File: config.mk
export PLATFORM = sky130hd
export DESIGN_NAME = array_cla_multiplier
export DESIGN_NICKNAME = d
export VERILOG_FILES = /design/src/rtl/array_cla_multiplier.sv
export SDC_FILE = /design/constraint.sdc
export NUM_CORES = 1
export LEC_CHECK = 0
export BUFFER_PORTS_ARGS = -buffer_cell sky130_fd_sc_hd__buf_2
export CELL_PAD_IN_SITES_DETAIL_PLACEMENT = 0
export CELL_PAD_IN_SITES_GLOBAL_PLACEMENT = 1
export CORE_UTILIZATION = 49
export DETAILED_ROUTE_END_ITERATION = 12
export PLACE_DENSITY_LB_ADDON = 0.1
export SKIP_LAST_GASP = 1
export SYNTH_ARGS = -nofsm -noshare
export SYNTH_HDL_FRONTEND = slang
export SYNTH_SLANG_ARGS = --single-unit
File: constraint.sdc
create_clock -name clk -period 33.1 [get_ports clk]
set_clock_uncertainty 0.2 [all_clocks]
set_input_delay 3.31 -clock clk [delete_from_list [all_inputs] [get_ports clk]]
set_output_delay 3.31 -clock clk [all_outputs]
set_load 0.05 [all_outputs]
File: src/rtl/array_cla_multiplier.sv
// 16x16 unsigned array multiplier: partial-product rows accumulated through
// chained 16-bit carry-lookahead adders, followed by a single output register.
module array_cla_multiplier (
    input  logic        clk,
    input  logic        rst,
    input  logic        in_valid,
    input  logic [15:0] a,
    input  logic [15:0] b,
    output logic        out_valid,
    output logic [31:0] product
);

    logic [31:0]       product_q, product_d;
    logic              valid_q;
    logic [15:0][15:0] pp;
    logic [15:0]       sum_row;
    logic              carry_row;

    // 16-bit CLA: four 4-bit lookahead blocks with group G/P, and lookahead
    // carries between blocks. Returns {carry_out, sum}.
    function automatic logic [16:0] cla16(input logic [15:0] x, input logic [15:0] y);
        logic [15:0] g, p, c;
        logic [3:0]  gg, gp;
        logic [4:0]  bc;
        g = x & y;
        p = x ^ y;
        for (int unsigned k = 0; k < 4; k++) begin
            gg[k] = g[4*k+3] | (p[4*k+3] & g[4*k+2]) | (p[4*k+3] & p[4*k+2] & g[4*k+1])
                  | (p[4*k+3] & p[4*k+2] & p[4*k+1] & g[4*k]);
            gp[k] = &p[4*k +: 4];
        end
        bc[0] = 1'b0;
        bc[1] = gg[0];
        bc[2] = gg[1] | (gp[1] & gg[0]);
        bc[3] = gg[2] | (gp[2] & gg[1]) | (gp[2] & gp[1] & gg[0]);
        bc[4] = gg[3] | (gp[3] & gg[2]) | (gp[3] & gp[2] & gg[1]) | (gp[3] & gp[2] & gp[1] & gg[0]);
        for (int unsigned k = 0; k < 4; k++) begin
            c[4*k]   = bc[k];
            c[4*k+1] = g[4*k] | (p[4*k] & bc[k]);
            c[4*k+2] = g[4*k+1] | (p[4*k+1] & g[4*k]) | (p[4*k+1] & p[4*k] & bc[k]);
            c[4*k+3] = g[4*k+2] | (p[4*k+2] & g[4*k+1]) | (p[4*k+2] & p[4*k+1] & g[4*k])
                     | (p[4*k+2] & p[4*k+1] & p[4*k] & bc[k]);
        end
        return {bc[4], p ^ c};
    endfunction

    always_comb begin
        for (int unsigned i = 0; i < 16; i++) begin
            for (int unsigned j = 0; j < 16; j++) begin
                pp[i][j] = a[j] & b[i];
            end
        end
        product_d    = '0;
        sum_row      = pp[0];
        carry_row    = 1'b0;
        product_d[0] = pp[0][0];
        // Each stage shifts the running row right by one; its LSB is a final
        // product bit and the previous carry-out enters as the new MSB.
        for (int unsigned i = 1; i < 16; i++) begin
            {carry_row, sum_row} = cla16({carry_row, sum_row[15:1]}, pp[i]);
            product_d[i] = sum_row[0];
        end
        product_d[31:16] = {carry_row, sum_row[15:1]};
    end

    always_ff @(posedge clk) begin
        if (rst) begin
            product_q <= '0;
            valid_q   <= 1'b0;
        end else begin
            valid_q <= in_valid;
            if (in_valid) begin
                product_q <= product_d;
            end
        end
    end

    assign product   = product_q;
    assign out_valid = valid_q;

endmodule

======== Yosys cells after proc, flatten, opt, wreduce, memory -nomap -nowiden ========
Cells that the tools add are included.
W data, S select, Z words.
cells by class
  bitwise gates (word level) .............. 1786
  reduce and logical (&&, ||, !) cells .... 45
operator list
  operator           number
  $and A1 B1 Y1      1156
  $or A1 B1 Y1       585
  $xor A16 B16 Y16   29
  $and A16 B16 Y16   14
  $reduce_and A4 Y1  45
  $and A15 B16 Y16   1
  $xor A15 B16 Y16   1
storage, ports and cells
  input port bits ......................... 35
  output and inout port bits .............. 33
  register bits ........................... 33
  word-level logic and storage cells ...... 1833

======== Depth between registers and ports, before layout ========
Gate-level depths: netlist (run 1).
  depth in word-level cells ............... 166
  mapped depth ............................ 94
  mapped depth without buffers ............ 93

======== Least setup slack after synthesis (run 1) ========
Ideal clock, no wire load.
  path type ............................... input to register
  start ................................... input port b[1]
  end ..................................... register product_q[28], in the netlist product[28]
  setup time .............................. 128 ps
  stages on the path ...................... 92
  buffers on the path ..................... 1
  data arrival time ....................... 25477 ps
  path slack .............................. 7295 ps
  data required time ...................... 32772 ps
  path through ............................ clkbuf_1 -> and2_1 -> ha_1 -> a21o_1 -> a21o_1 -> a22o_1 -> nor3_1 -> fa_1 -> inv_1 -> ha_1 -> and4_1 -> o2bb2ai_1 -> a211oi_1 -> inv_1 -> fa_1 -> ha_1 -> and4_1 -> o2bb2ai_1 -> (+56 left out) -> ha_1 -> and4_1 -> o2bb2ai_1 -> or3_1 -> fa_1 -> ha_1 -> nand4_1 -> o22ai_1 -> or3_1 -> fa_1 -> ha_1 -> nor2_1 -> a211oi_1 -> o21ai_0 -> fa_1 -> xnor2_1 -> mux2i_1 -> nor2_1
on the way
  word-level cells in the longest chain between the ends .. 125
  elaborated cells on any way between the ends .. 1480
  those cells by class .................... bitwise (1438); reduce/logical (42)
ends and longest elaborated chain
  element                                                      line    source
  start, declared                                              8       input logic [15:0] b,
  $and A1 B1 Y1                                                50      pp[i][j] = a[j] & b[i];
  $xor A15 B16 Y16 / $and A15 B16 Y16 (equally long branches)  26, 25
  $and A1 B1 Y1, on equally long branches                      28, 29
  $or A1 B1 Y1, or another cell as far along                   28      gg[k] = g[4*k+3] | (p[4*k+3] & g[4*k+2]) | (p[4*k+3] & p[4*k+2] & g[4*k+1])
  $or A1 B1 Y1 / $and A1 B1 Y1 (equally long branches)         28, 29
  $or A1 B1 Y1                                                 29      | (p[4*k+3] & p[4*k+2] & p[4*k+1] & g[4*k]);
  $and A1 B1 Y1                                                34      bc[2] = gg[1] | (gp[1] & gg[0]);
  $or A1 B1 Y1                                                 34
  (+108 left out)                                              n/a
  $and A1 B1 Y1, on equally long branches                      28, 29
  $or A1 B1 Y1, or another cell as far along                   28
  $or A1 B1 Y1 / $and A1 B1 Y1 (equally long branches)         28, 29
  $or A1 B1 Y1                                                 29
  $or A1 B1 Y1 (2 in a row)                                    35      bc[3] = gg[2] | (gp[2] & gg[1]) | (gp[2] & gp[1] & gg[0]);
  $and A1 B1 Y1                                                39      c[4*k+1] = g[4*k] | (p[4*k] & bc[k]);
  $or A1 B1 Y1                                                 39
  $xor A16 B16 Y16 (*)                                         44      return {bc[4], p ^ c};
  end signal, assigned                                         73      product_q <= product_d;
  end, declared                                                13      logic [31:0] product_q, product_d;
Every way passes the cells marked *; elsewhere a longest branch is shown, timed or not.
A chain may end at the register's enable or synchronous reset.

======== Final worst setup path (run 1) ========
  start ................................... input port a[10]
  end ..................................... register product_q[28], in the netlist product[28]
on the way
  word-level cells in the longest chain between the ends .. 123
  elaborated cells on any way between the ends .. 1285
  those cells by class .................... bitwise (1246); reduce/logical (39)
ends and longest elaborated chain
  element                                                      line    source
  start, declared                                              7       input logic [15:0] a,
  $and A1 B1 Y1                                                50
  $and A15 B16 Y16 / $xor A15 B16 Y16 (equally long branches)  25, 26
  $and A1 B1 Y1, on equally long branches                      28, 29
  $or A1 B1 Y1, or another cell as far along                   28
  $or A1 B1 Y1 / $and A1 B1 Y1 (equally long branches)         28, 29
  $or A1 B1 Y1                                                 29
  $or A1 B1 Y1 (2 in a row)                                    35
  $xor A16 B16 Y16                                             44
  (+105 left out)                                              n/a
  $and A1 B1 Y1, on equally long branches                      28, 29
  $or A1 B1 Y1, or another cell as far along                   28
  $or A1 B1 Y1 / $and A1 B1 Y1 (equally long branches)         28, 29
  $or A1 B1 Y1                                                 29
  $or A1 B1 Y1 (2 in a row)                                    35
  $and A1 B1 Y1                                                39
  $or A1 B1 Y1                                                 39
  $xor A16 B16 Y16 (*)                                         44
Marks and branches as above.

==> results of run 1 <==
==> sequential cells by signal, summed over array words and instances, names as in the netlist <==
name / cells
out_valid: 1
product: 32
==> final timing paths <==
| kind | startpoint | endpoint | slack (ns) | cells after the start |
|---|---|---|---|---|
| min | product[26] | product[26] | 0.25 | 2 |
| max reg2reg | product[17] | product[17] | 32.22 | 2 |
| max | a[10] | product[28] | 5.92 | 92 |
| min reg2reg | product[26] | product[26] | 0.25 | 2 |
==> layer usage <==
layer  track usage [%]  part of all wire, %  vias up
met5                 0                    0        -
met4              2.73                 0.81        0
met3              2.01                  1.6       19
met2              43.5                   50       85
met1              29.5                   48     4791
li1                  -                    -     5242
==> synth_stat cells, types with 29 or more instances <==
cell type  count
xnor2_1       91
nand2_1       90
inv_1        144
dfxtp_1       33
fa_1          60
nor3_1        35
nor2_1        50
o21ai_0       48
a21oi_1       98
clkbuf_1      39
xor2_1        63
a21o_1        67
and2_1       220
a211oi_1      29
ha_1         239
==> layout make-up <==
class,count,area share (%)
Clock buffer,6,1.02
Clock inverter,2,0.0796
Inverter,144,4.30
Multi-Input combinational cell,1273,83.5
Sequential cell,33,5.25
Tap cell,319,3.17
Timing Repair Buffer,67,2.67
==> cells by family after synthesis <==
group,count (synthesis),share of synthesized area (%)
AND/OR/NAND/NOR,464,21.5
AO/OA/AOI/OAI,334,18.5
adder cells (fa/ha/maj),299,35.4
buffers and inverters,183,5.80
XOR/XNOR,154,11.4
flip-flops,33,5.58
multiplexers,22,1.86
==> worst max-delay path, delay by kind of cell <==
kind                     cells  cell delay, ns
AND/OR/NAND/NOR             26            6.42
buffers and inverters       12            1.10
adder cells (fa/ha/maj)     30           10.98
XOR/XNOR                     1            0.14
multiplexers                 1            0.13
AO/OA/AOI/OAI               22            5.02
==> per-stage QoR <==
stage	instance area, sq um	std cells	util (%)	hold slack (ns)	setup WS (ns)
floorplan	11800	1489	-	0.468	7.29
global placement	12400	1836	52.7	0.244	6.04
detailed placement	12400	1836	52.7	0.246	5.60
CTS	12600	1844	53.2	0.257	5.81
global route	12600	1844	53.2	0.293	4.25
finish	12600	1844	53.2	0.249	5.92
==> flow_summary.yaml, run 1 <==
clock_tree:
  post_cts_resize_count: 0
  post-cts-setup-buffers: 0
  cts_root_buf: "clkbuf_16"
  holdBufCountCts: 0
  cts_inserted_buffers: 5
  clk_latency_ns: 0.28
  cts-htree-levels: 2
  cts_tree: "done"
  clkSinkCount: 33
  cts_max_path_buffers: 2
  cts.clk_slew.worst_paths_ns: 0.05
synthesis:
  synthCells: 1489
  ys_async_sr_fraction_pct: 0
  synth_top_area_cell: "ha_1"
  synth_cell_type_count: 44
  syn_nets: 1823
  ys_ff_latch: 33
  synth_edf_count: 0
  ys_seq_area_share_pct: 5.58
  yosysWarnings: 0
  synthTopCellsByArea: "ha_1, and2_1, fa_1, xnor2_1, dfxtp_1"
  synth_top_area_share_pct: 25.2
  synth_area_sq_um: 11800
  syn_area_per_cell_sq_um: 7.96
  synth_ff_type: "dfxtp_1"
cells_and_area:
  multi_input_area_sq_um: 10500
  fillers: 2345
  synthToLayoutAreaGrowth_pct: 6.14
  layout_common_cells: "ha_1, and2_1, inv_1"
  diodes: 0
  final_common_cell: "ha_1"
  regArea_sq_um: 661
  drive_gt1_share_pct: 5.51
  final_net_count: 1858
run:
  drv_cap: 0
sta:
  slew_viol_final: 0
  rsz0062_at_grt: "false"
  final.setup.tns_ns: 0
  post-route-min-period_ns: 27.18
  fmax_mhz: 36.8
  fin_crit_sh_pct: 82.1
  finalHoldViolCount: 0
  relSlewSlack_pct: 39.2
  tightest_slew_ns: 0.913
  finalSetupViolations: 0
global_route:
  antenna_found_initial: 0
  grt.total_usage_pct: 23.3
  grt_pass1_vias: 9910
  grt_overflow_total: 0
  grt_max_degree: 40
  grt_pass1_wl_um: 46600
drt:
  drtIter0Drc: 326
  firstDrtPassIters: 5
  wl_per_cell_um: 15.2
  viasPerCell: 5.50
  vias: 10100
  drcViolationCount: 0
  ant_nets: 0
  drt_wl_total_um: 28000
die:
  start_util_pct: 50.2
  io_pins: 68
  die_x_um: 157
  fp.dieArea_sq_um: 24800
  fp.dieH_um: 157
  row_count: 56
  core-area_sq_um: 23600
worst_hold_path:
  worstHoldPathType: "register to register"
place:
  place_congestion: 0.831
  port_buffers: 67
  dp_hpwl_um: 22900
critical_path:
  crit_path_end_kind: "register"
  crit_arrival_ns: 27.12
  crit_slowest_cell: "fa_1"
  cpPeakStageDelay_ns: 0.50
  path_class: "primary input to register"
  crit_path_start_kind: "primary input"
  cp.required_ns: 33.04
  crit_fanout: 16
outcome:
  status: "completed"
Power of run 1 is not shown: default switching activity piles up to over one toggle a cycle in this logic, so the estimate is an artifact.
==> run 2: changes to the inputs <==
==> constraint.sdc (replaced) <==
create_clock -name clk -period 26.2 [get_ports clk]
set_clock_uncertainty 0.2 [all_clocks]
set_input_delay 2.62 -clock clk [delete_from_list [all_inputs] [get_ports clk]]
set_output_delay 2.62 -clock clk [all_outputs]
set_load 0.05 [all_outputs]
==> flow_summary.yaml, run 2 (synthesis results as in run 1) <==
drt:
  viasPerCell: 5.52
  drt_wl_total_um: 30500
  vias: 10300
  drtIter0Drc: 483
  firstDrtPassIters: 5
  wl_per_cell_um: 16.3
  drcViolationCount: 0
  ant_nets: 0
critical_path:
  crit_slowest_cell: "fa_1"
  crit_buf_inv: 15
  crit_top_cell: "fa_1"
  cpPeakStageDelay_ns: 0.57
  crit_path_end_kind: "register"
  crit_family: "adder cells"
  path_class: "primary input to register"
  cp.required_ns: 26.15
  crit_arrival_ns: 24.96
  crit_fanout: 16
  crit_path_start_kind: "primary input"
global_route:
  use_met3_pct: 2.95
  grt_use_met1_pct: 34.9
  antenna_found_initial: 3
  grt_max_degree: 40
  grt_overflow_total: 0
  grt_pass1_vias: 10100
  grt.total_usage_pct: 25.5
  met2_usage_pct: 44.0
  busiest_layer: "met2"
  grt_pass1_wl_um: 50300
cells_and_area:
  layout_common_cells: "ha_1, and2_1, inv_1"
  drive_gt1_share_pct: 8.82
  final_common_cell: "ha_1"
  synthToLayoutAreaGrowth_pct: 9.63
  largest_register_ffs: 32
  final_net_count: 1886
  post-route-util_pct: 55.0
  diodes: 0
place:
  port_buffers: 67
  place_congestion: 0.872
  dp_hpwl_um: 24600
sta:
  slew_viol_final: 0
  finalSetupViolations: 0
  finalHoldViolCount: 0
  fin_crit_sh_pct: 95.5
  post-route-min-period_ns: 25.01
  tightest_slew_ns: 0.934
  relSlewSlack_pct: 37.8
  fmax_mhz: 40.0
clock_tree:
  cts_inserted_buffers: 5
  clk_latency_ns: 0.28
  cts_root_buf: "clkbuf_16"
  clkSinkCount: 33
  cts-htree-levels: 2
  cts_max_path_buffers: 2
  cts.clk_slew.worst_paths_ns: 0.06
  cts_tree: "done"
die:
  start_util_pct: 50.2
  io_pins: 68
  row_count: 56
  die_x_um: 157
  core-area_sq_um: 23600
  fp.dieArea_sq_um: 24800
  fp.dieH_um: 157
outcome:
  status: "completed"
run:
  drv_cap: 0
worst_hold_path:
  worstHoldPathType: "register to register"
-- run 2: cell types whose count changed in the layout (fill, tap and decap cells not counted), moves of 4 or more --
| cell | delta |
|---|---|
| a211oi_1 | -5 |
| a211oi_2 | +5 |
| buf_4 | +28 |
| nor3_1 | -5 |
| nor3b_1 | -4 |
| o21ai_0 | -6 |
| o21ai_1 | +6 |
-- run 2: tightest hold or removal path: stages (launching register included) --
cell	delay, ns
dfxtp_1	0.32
nand2_1	0.05
o21ai_0	0.06
-- run 2: stage by stage --
step	cells	hold WS, ns	cell area [sq um]	setup slack, ns	TNS (ns)
after floorplan	1489	0.468	11800	1.08	0
after global placement	1861	0.236	12600	0.0741	0
after detailed placement	1861	0.245	12600	-0.333	-0.956
after CTS	1869	0.255	12800	0.0149	0
after global routing	1872	0.278	13000	-0.0290	-0.0310
final	1872	0.252	13000	1.19	0
-- run 2: layout make-up --
| class | count | area, sq um |
|---|---|---|
| Clock buffer | 5 | 125 |
| Clock inverter | 3 | 65.1 |
| Fill cell | 2345 | 10600 |
| Inverter | 144 | 541 |
| Multi-Input combinational cell | 1273 | 10600 |
| Sequential cell | 33 | 661 |
| Tap cell | 319 | 399 |
| Timing Repair Buffer | 95 | 548 |
-- run 2: path summary, 6_finish.rpt --
kind / startpoint / endpoint / slack, ns / cells after the start
worst min register to register: product[30] / product[30] / 0.25 / 2
worst max-delay path: b[1] / product[28] / 1.19 / 95
worst max register to register: product[23] / product[23] / 25.30 / 2
worst min-delay path: product[30] / product[30] / 0.25 / 2
-- run 2: routing by layer --
layer  vias up  routed length, um  part of all wire [%]
li1       5287                  -                     -
met1      4859              14900                    49
met2       157              14100                    46
met3        28               1160                   3.8
met4         2                359                   1.2
met5         -                  9                 0.029
-- run 2: timing repair --
item | 4_1_cts | 5_1_grt
gates resized for setup | 1 | 35
pin swaps | 0 | 4
buffers inserted | 0 | 3
hold buffers | 0 | 0
setup endpoints to repair | 2 | 6
Power of run 2 is left out for the same reason.
==> run 3: changes to the inputs <==
--- a/config.mk
+++ b/config.mk
@@ -5,10 +5,11 @@
 export SDC_FILE = /design/constraint.sdc
 export NUM_CORES = 1
 export LEC_CHECK = 0
+export ABC_AREA = 1
 export BUFFER_PORTS_ARGS = -buffer_cell sky130_fd_sc_hd__buf_2
 export CELL_PAD_IN_SITES_DETAIL_PLACEMENT = 0
 export CELL_PAD_IN_SITES_GLOBAL_PLACEMENT = 1
-export CORE_UTILIZATION = 49
+export CORE_UTILIZATION = 41
 export DETAILED_ROUTE_END_ITERATION = 12
 export PLACE_DENSITY_LB_ADDON = 0.1
 export SKIP_LAST_GASP = 1
==> constraint.sdc (replaced) <==
create_clock -name clk -period 21.5 [get_ports clk]
set_clock_uncertainty 0.2 [all_clocks]
set_input_delay 2.15 -clock clk [delete_from_list [all_inputs] [get_ports clk]]
set_output_delay 2.15 -clock clk [all_outputs]
set_load 0.05 [all_outputs]
==> flow_summary.yaml, run 3 <==
drt:
  ant_nets: 0
  drcViolationCount: 0
  drtIter0Drc: 562
  viasPerCell: 4.62
  wl_per_cell_um: 12.4
  drt_wl_total_um: 37100
  vias: 13800
  firstDrtPassIters: 6
global_route:
  antenna_found_initial: 3
  grt_pass1_wl_um: 61400
  grt_max_degree: 43
  grt.total_usage_pct: 22.3
  grt_overflow_total: 0
  grt_pass1_vias: 13000
die:
  io_pins: 68
  row_count: 66
  fp.dieArea_sq_um: 33700
  die_x_um: 183
  core-area_sq_um: 32500
  start_util_pct: 41.6
  fp.dieH_um: 183
synthesis:
  ys_ff_latch: 33
  synth_edf_count: 0
  synth_area_sq_um: 13500
  syn_nets: 2624
  ys_seq_area_share_pct: 4.89
  synth_cell_type_count: 34
  ys_async_sr_fraction_pct: 0
  synth_top_area_cell: "ha_1"
  yosysMostFrequentCell: "nand2_1"
  yosysWarnings: 0
  synth_ff_type: "dfxtp_1"
  synth_top_area_share_pct: 22.1
  synthTopCellsByArea: "ha_1, nand2_1, inv_1, fa_1, dfxtp_1"
  synthCells: 2290
  synth_commonest_cells: "nand2_1, inv_1, ha_1"
  syn_area_per_cell_sq_um: 5.90
cells_and_area:
  final_net_count: 2873
  drive_gt1_share_pct: 21.6
  final_area_sq_um: 17200
  layout_common_cells: "nand2_1, inv_1, buf_4"
  synthToLayoutAreaGrowth_pct: 27.2
  largest_register_ffs: 32
  fin_cells: 2984
  final_common_cell: "nand2_1"
place:
  dp_hpwl_um: 30000
  port_buffers: 67
  place_congestion: 0.879
  dp_cells: 2937
  dp_slack_ns: -0.830
  placed_area_sq_um: 16100
sta:
  post-route-min-period_ns: 21.00
  rsz0062_at_grt: "true"
  relSlewSlack_pct: 44.9
  fmax_mhz: 47.6
  slew_viol_final: 0
  setup_slack_ns: 0.503
  final.setup.tns_ns: 0
  finalSetupViolations: 0
  fin_crit_sh_pct: 97.7
  finalHoldViolCount: 0
  tightest_slew_ns: 0.826
clock_tree:
  cts_inserted_buffers: 5
  cts_max_path_buffers: 2
  holdBufCountCts: 0
  clkSinkCount: 33
  cts_tree: "done"
  cts.clk_slew.worst_paths_ns: 0.06
  cts-htree-levels: 2
  clk_latency_ns: 0.28
  cts_root_buf: "clkbuf_16"
outcome:
  status: "completed"
critical_path:
  crit_top_cell: "inv_2"
  crit_path_end_kind: "register"
  crit_path_start_kind: "primary input"
  crit_arrival_ns: 21.01
  cp.required_ns: 21.51
  ff2ff_path_depth: 4
  crit_slowest_cell: "fa_1"
  crit_fanout: 4
  cpPeakStageDelay_ns: 0.57
  path_class: "primary input to register"
worst_hold_path:
  hold_depth: 2
  worstHoldPathType: "register to register"
run:
  drv_cap: 0
==> run 3: per-stage QoR <==
stage	hold slack (ns)	util (%)
floorplan	0.485	-
global placement	0.248	49.5
detailed placement	0.255	49.5
CTS	0.263	50.7
global route	0.293	52.9
finish	0.260	52.9
==> run 3: final timing paths <==
path,startpoint,end,slack [ns]
worst max-delay path,a[4],product[27],0.50
worst min-delay path,product[0],product[0],0.26
worst max register to register,product[24],product[24],20.61
worst min register to register,product[0],product[0],0.26
==> run 3: logic make-up after synthesis <==
group           count (synthesis)  synth area share, %
buf+inv                       638                 17.8
flops                          33                 4.89
compound gates                154                 7.05
xor+xnor                      103                 6.68
fa+ha+maj                     299                 31.0
simple gates                 1063                 32.5
==> run 3: per-layer routing <==
metal	GRT usage [%]	vias up	wire, um
met4	2.83	0	342
li1	-	7394	-
met5	0	-	0
met1	31.3	6207	18900
met3	1.09	21	823
met2	38.5	152	17000
==> run 3: critical path: cells and delay by family <==
kind                       cells  cell delay (ns)
and+or+nand+nor               40             3.31
buffers and inverters         28             1.74
AOI/OAI and AO/OA             19             2.29
adders and majority gates     30            11.52
==> run 3: repair_timing <==
item,CTS,global route
endpoints found under the setup margin,6,10
gates resized for setup,38,138
pin swaps,59,94
setup buffers,19,18
==> run 3: layout make-up <==
cell class                      count  area, sq um
Fill cell                        3332        15300
Antenna cell                        2         5.00
Inverter                          565         2120
Clock inverter                      3         17.5
Clock buffer                        5          125
Tap cell                          442          553
Timing Repair Buffer              315         2250
Sequential cell                    33          661
Multi-Input combinational cell   1619        11400
Power of run 3 is left out for the same reason.
